==> src/rtl/cpu_sequencer.sv <==
// Top-level control FSM for the single-issue core: sequences PC launch, fetch, execute and
// memory-wait phases, drives the PC/IR/regfile/memory strobes and keeps benchmark counters.
module cpu_sequencer #(
    parameter int unsigned CNT_BITS    = 16,
    parameter int unsigned MEM_TIMEOUT = 255
) (
    input  logic                clock,
    input  logic                reset_n,
    input  logic                start_req,
    input  logic                pc_done,
    input  logic                is_mem,
    input  logic                is_load,
    input  logic                is_branch,
    input  logic                branch_cond,
    input  logic                writes_reg,
    input  logic                mem_ack,
    output logic                pc_start,
    output logic                next_ins,
    output logic                jump_flag,
    output logic                ir_load,
    output logic                reg_we,
    output logic                mem_req,
    output logic                busy,
    output logic                done,
    output logic                error,
    output logic [CNT_BITS-1:0] cycle_count,
    output logic [CNT_BITS-1:0] instr_count
);

    localparam int unsigned TMO_BITS = (MEM_TIMEOUT > 2) ? $clog2(MEM_TIMEOUT) : 1;
    localparam logic [TMO_BITS-1:0] TMO_LAST = TMO_BITS'(MEM_TIMEOUT - 1);
    localparam logic [CNT_BITS-1:0] CNT_MAX  = '1;

    typedef enum logic [2:0] {
        StIdle,
        StLaunch,
        StFetch,
        StExec,
        StMemWait,
        StHalt
    } state_t;

    state_t              state_q;
    logic [TMO_BITS-1:0] tmo_q;

    always_comb begin
        pc_start  = 1'b0;
        next_ins  = 1'b0;
        jump_flag = 1'b0;
        ir_load   = 1'b0;
        reg_we    = 1'b0;
        mem_req   = 1'b0;
        unique case (state_q)
            StLaunch: pc_start = 1'b1;
            StFetch:  ir_load  = 1'b1;
            StExec: begin
                if (!pc_done) begin
                    if (is_mem) begin
                        mem_req = 1'b1;
                    end else begin
                        next_ins  = 1'b1;
                        jump_flag = is_branch & branch_cond;
                        reg_we    = writes_reg;
                    end
                end
            end
            StMemWait: begin
                mem_req = 1'b1;
                if (mem_ack) begin
                    next_ins = 1'b1;
                    reg_we   = is_load;
                end
            end
            default: ;
        endcase
        busy = (state_q == StLaunch) || (state_q == StFetch) ||
               (state_q == StExec)   || (state_q == StMemWait);
        done = (state_q == StHalt);
    end

    always_ff @(posedge clock or negedge reset_n) begin
        if (!reset_n) begin
            state_q     <= StIdle;
            tmo_q       <= '0;
            error       <= 1'b0;
            cycle_count <= '0;
            instr_count <= '0;
        end else begin
            unique case (state_q)
                StIdle, StHalt: begin
                    // Counters and error clear on launch, so they read zero during LAUNCH.
                    if (start_req) begin
                        state_q     <= StLaunch;
                        error       <= 1'b0;
                        cycle_count <= '0;
                        instr_count <= '0;
                    end
                end
                StLaunch: state_q <= StFetch;
                StFetch:  state_q <= StExec;
                StExec: begin
                    if (pc_done) begin
                        state_q <= StHalt;
                    end else if (is_mem) begin
                        tmo_q   <= '0;
                        state_q <= StMemWait;
                    end else begin
                        state_q <= StFetch;
                    end
                end
                StMemWait: begin
                    // An ack arriving in the expiry cycle takes priority over the timeout.
                    if (mem_ack) begin
                        state_q <= StFetch;
                    end else if ((MEM_TIMEOUT != 0) && (tmo_q == TMO_LAST)) begin
                        error   <= 1'b1;
                        state_q <= StHalt;
                    end else begin
                        tmo_q <= tmo_q + 1'b1;
                    end
                end
                default: state_q <= StIdle;
            endcase

            if (busy && (state_q != StLaunch) && (cycle_count != CNT_MAX)) begin
                cycle_count <= cycle_count + 1'b1;
            end
            if (next_ins && (instr_count != CNT_MAX)) begin
                instr_count <= instr_count + 1'b1;
            end
        end
    end

endmodule

==> config.mk <==
export PLATFORM = sky130hd
export DESIGN_NAME = cpu_sequencer
export DESIGN_NICKNAME = d
export VERILOG_FILES = /design/src/rtl/cpu_sequencer.sv
export SDC_FILE = /design/constraint.sdc
export NUM_CORES = 1
export LEC_CHECK = 0
export CAP_MARGIN = 5
export CORE_MARGIN = 8
export CORE_UTILIZATION = 52
export CTS_CLUSTER_DIAMETER = 100
export CTS_CLUSTER_SIZE = 8
export DETAILED_ROUTE_END_ITERATION = 16
export PLACE_DENSITY = 0.8
export REMOVE_ABC_BUFFERS = 1
export SKIP_CTS_REPAIR_TIMING = 1
export SYNTH_ARGS = -nofsm -noshare
export SYNTH_HDL_FRONTEND = slang
export SYNTH_SLANG_ARGS = --single-unit
==> constraint.sdc <==
create_clock -name clock -period 2.33 [get_ports clock]
set_clock_uncertainty 0.1 [all_clocks]
set_input_delay 0.466 -clock clock [delete_from_list [all_inputs] [get_ports clock]]
set_output_delay 0.466 -clock clock [all_outputs]
set_load 0.02 [all_outputs]
======== Yosys cells after proc, flatten, opt, wreduce, memory -nomap -nowiden ========
Cells that the tools add are included.
cells by class
  add/sub/neg operators ................... 3
  eq/ne operators ......................... 16
  reductions and logical operators ........ 19
  mux-type cells .......................... 35
  bitwise operators ....................... 1
operators by type and width
  cell                     number
  $mux W16                 4
  $add A16 B1 Y16 const B  2
  $mux W8                  4
  $ne A16 B16 Y1 const B   2
  $mux W1                  16
  $pmux W8 S2              1
  $mux W3                  5
  $pmux W3 S5              1
  $reduce_bool A2 Y1       6
  $ne A2 B2 Y1 const B     5
  $add A8 B1 Y8 const B    1
  $eq A8 B8 Y1 const B     1
  $pmux W1 S2              4
  $eq A3 B2 Y1 const B     2
  $eq A3 B3 Y1 const B     2
  $reduce_and A2 Y1        3
  $reduce_and A5 Y1        1
  $reduce_and A4 Y1        1
  $eq A3 B1 Y1 const B     1
  $logic_and A1 B1 Y1      3
  $logic_not A3 Y1         1
  $logic_or A1 B1 Y1       3
  $ne A3 B1 Y1 const B     1
  $ne A3 B2 Y1 const B     1
  3 further kinds          3
storage, ports and cells
  output and inout port bits .............. 41
  input bits .............................. 10
  word-level logic and storage cells ...... 79
  flip-flop bits (word level) ............. 44

======== Logic depth before layout (Yosys ltp) ========
  word-level depth ........................ 8
  mapped depth ............................ 9
  depth with buffers taken out ............ 7

======== Worst setup path before layout ========
OpenSTA, ideal clock, no wires.
  path kind ............................... reg2reg
  from .................................... register instr_count[0]
  to ...................................... register instr_count[7]
  path buffers ............................ 2
  path slack .............................. 0.157 ns
  setup time .............................. 0.118 ns
  arrival time ............................ 1.955 ns
  period minus slack after synthesis ...... 2.173 ns
  cell stages (with the launch flop) ...... 9
  data required time ...................... 2.112 ns
  path through ............................ dfrtp_1 > ha_1 > clkbuf_1 > nand4_1 > nor4_1 > nor2_1 > buf_2 > a21o_1 > a21o_1
on the way
  cells in the longest elaborated chain, start to end .. 4
  elaborated cells on any way between the ends .. 7
  those cells by class .................... add/sub (1); eq/ne (1); mux (1); reduce/logical (4)
ends and longest elaborated chain
  item                                                     line  source
  start: declaration                                       27    output logic [CNT_BITS-1:0] instr_count
  start signal: assignment                                 129   instr_count <= instr_count + 1'b1;
  branches (longest 4 deep; another with $add A16 B1 Y16)  --
Several ways; the timed one is not identified.
A chain may end at the register's enable or synchronous reset.

======== Worst setup path in the final report ========
  from .................................... input port pc_done
  to ...................................... output port mem_req
on the way
  cells in the longest elaborated chain, start to end .. 2
ends and longest elaborated chain
  item                line  source
  start: declaration  10    input logic pc_done,
  $mux W1             57    if (!pc_done) begin
  $pmux W1 S2         53    unique case (state_q)
  end: declaration    22    output logic mem_req,
Every way passes these cells.

==> impl_metrics.toml <==
[outcome]
outcome = "complete, but fails checks"
violations = "setup timing"

[worst_hold_path]
min_path_type = "input pin to async pin"

[global_route]
overflow = 0
grt_pass1_wl_um = 10700
track_usage_pct = 17.2
grt_max_degree = 27
grt_pass1_vias = 2339
antenna_found_initial = 0

[floorplan]
rows = 26
die_w_um = 87.0
start_util_pct = 52.6
io_pins = 51
coreArea_um2 = 4980
die_area_um2 = 7560
die_h_um = 87.0

[finish]
seq_area_um2 = 1100
multi_input_area_um2 = 1420
final_area_um2 = 3410
fill_cells = 391
antennaDiodeCount = 0
nets = 375
final_cell_mix = "44 x dfrtp_1, 41 x clkdlybuf4s50_1, 31 x nand2_1"
syn_to_final_growth_pct = 30.3
fin_cells = 432
final_common_cell = "dfrtp_1"
drive_gt1_share_pct = 12.2

[cts]
cts_tree = "yes"
cts-root-buf = "clkbuf_8"
clock_path_buffers = 2
clk_pin_slew_ps = 90
cts.sinks = 44
clk_latency_ps = 300
h-tree-depth = 2
numCtsBuffers = 5

[setup_path]
cp-end-kind = "output port"
start_kind = "input pin"
cp.required_ps = 1760
crit_type = "input pin to output port"
timing.rr.start = "state_q[1]$_DFFE_PN0P_"
crit_slowest_cell = "clkdlybuf4s50_1"
critPathTopFamily = "buffers and inverters"
reg2reg_setup_slack_ps = 170
path_max_fanout = 4
r2r-end = "cycle_count[15]$_DFFE_PN0P_"
path_buf_inv = 2
worstPathArrival_ps = 1780
reg2regPathDepth = 6
critPathMaxStageDelay_ps = 480
path_cells = "clkdlybuf4s50_1 -> nor4bb_2 -> and2_1 -> or2_2 -> dlymetal6s2s_1"

[power]
p_per_area_nw_per_um2 = 1010
p_sw_share_pct = 42.9
p_leak_nw = 1.54
finalPower_w = 0.00343
irDropWorstVdd_v = 0.000532
power_frac_clock_pct = 15.1
seq_power_share_pct = 32.9
p_int_w = 0.00196
combPwrFrac_pct = 52.1
p_switching_w = 0.00147

[synth]
ys_ff_latch = 44
yosysSeqAreaShare_pct = 42.0
syn_avg_cell_area_um2 = 8.79
netlist.top_cell.by_area = "dfrtp_1"
yosysUniqueCellTypes = 55
synth-edff-count = 0
synth_area_leaders = "dfrtp_1 42%, nand2_1 4.4%, nor2_1 4.3%"
ys_warn_count = 0
async_reset_ff_share_pct = 100
netlist_instances = 298
synthFlopType = "dfrtp_1"
synthesis.area_um2 = 2620
synth_top_area_share_pct = 42.0

[sta]
final-hold-violation-count = 0
clock.fmax_ghz = 0.425
fin_crit_sh_pct = 101
hold_ws_ps = 2.52
finalSetupViolations = 1
fin_ws_ps = -20.9
rsz0062_at_grt = "yes"
period_needed_ps = 2350
relSlewSlack_pct = 61.9
worst_slew_pin_slew_ps = 571
drv_slew = 0

[placement]
dpl.hpwl_um = 4810
dpl.cell_count = 424
io_buffers = 50
placed_area_um2 = 3300
gp_congestion = 0.863

[routing]
finalWirelength_um = 6440
vias = 2472
wl_per_cell_um = 14.9
antenna_left = 0
drt_iter0_markers = 160
firstDrtPassIters = 4
drc = 0
viasPerCell = 5.72

[run]
maxCapViolCount = 0
metrics by stage:
stage	worst slack, ps	util, %	setup TNS, ps
floorplan	38.4	-	0
detailed placement	-445	66.2	-3420
global placement	-383	66.2	-2340
global route	-97.3	68.6	-122
finish	-20.9	68.6	-20.9
CTS	-451	68.1	-1440
how the worst max path moves through the flow:
stage,from,to,slack (ps),depth (start not counted)
floorplan,cycle_count[0]$_DFFE_PN0P_,cycle_count[9]$_DFFE_PN0P_,40,6
global placement,pc_done,mem_req,-380,5
detailed placement,pc_done,mem_req,-440,5
CTS,pc_done,mem_req,-450,5
global route,pc_done,mem_req,-100,5
finish,pc_done,mem_req,-20,5
per-layer routing:
metal	routed length, µm	GRT usage, %	up-vias
met5	0	0	-
met2	3170	30.0	53
met3	296	3.21	9
met4	76	5.48	0
met1	2890	20.8	1192
li1	-	-	1218
kinds of logic (layout without fill, tap and decap cells):
group / Yosys count / count (layout) / synth area share (%)
compound gates: 75 / 75 / 19.1
xor+xnor: 8 / 8 / 2.68
fa+ha+maj: 4 / 4 / 1.91
buf+inv: 24 / 88 / 4.49
flops: 44 / 44 / 42.0
mux: 4 / 4 / 1.53
simple gates: 139 / 139 / 28.3
sequential cells by signal, summed over array words and instances, names as in the netlist:
register,cells
instr_count,16
cycle_count,16
state_q,3
error,1
tmo_q,8
area by class of cell:
class / instances / share of cell area (%)
clock buffers: 7 / 2.53
clock inverters: 1 / 0.220
inverters: 10 / 1.10
multi-input cells: 230 / 41.5
flip-flops and latches: 44 / 32.3
well taps: 70 / 2.57
repair buffers: 70 / 19.8
Yosys cell counts (all sizes together), types with 3 or more instances:
| library cell | n |
|---|---|
| nand4 | 11 |
| inv | 10 |
| o211ai | 5 |
| a21oi | 14 |
| a21o | 10 |
| and4 | 4 |
| nand2b | 5 |
| nand2 | 31 |
| o31ai | 3 |
| nor3 | 9 |
| ha | 4 |
| and2 | 4 |
| o21ai | 21 |
| nor4 | 3 |
| or3 | 6 |
| dfrtp | 44 |
| nor2 | 30 |
| buf | 11 |
| mux2i | 4 |
| nand3 | 16 |
| and3 | 7 |
| xnor2 | 7 |
| a31oi | 10 |
| clkbuf | 3 |
power by group through the flow:
stage,Combinational [W],Clock [W],Sequential [W]
floorplan,0.000844,0,0.00127
global placement,0.00176,0,0.00113
detailed placement,0.00179,0,0.00114
CTS,0.00179,0.000523,0.00112
global route,0.00195,0.000548,0.00116
finish,0.00179,0.000516,0.00113
(Power assumes the default switching activity.)
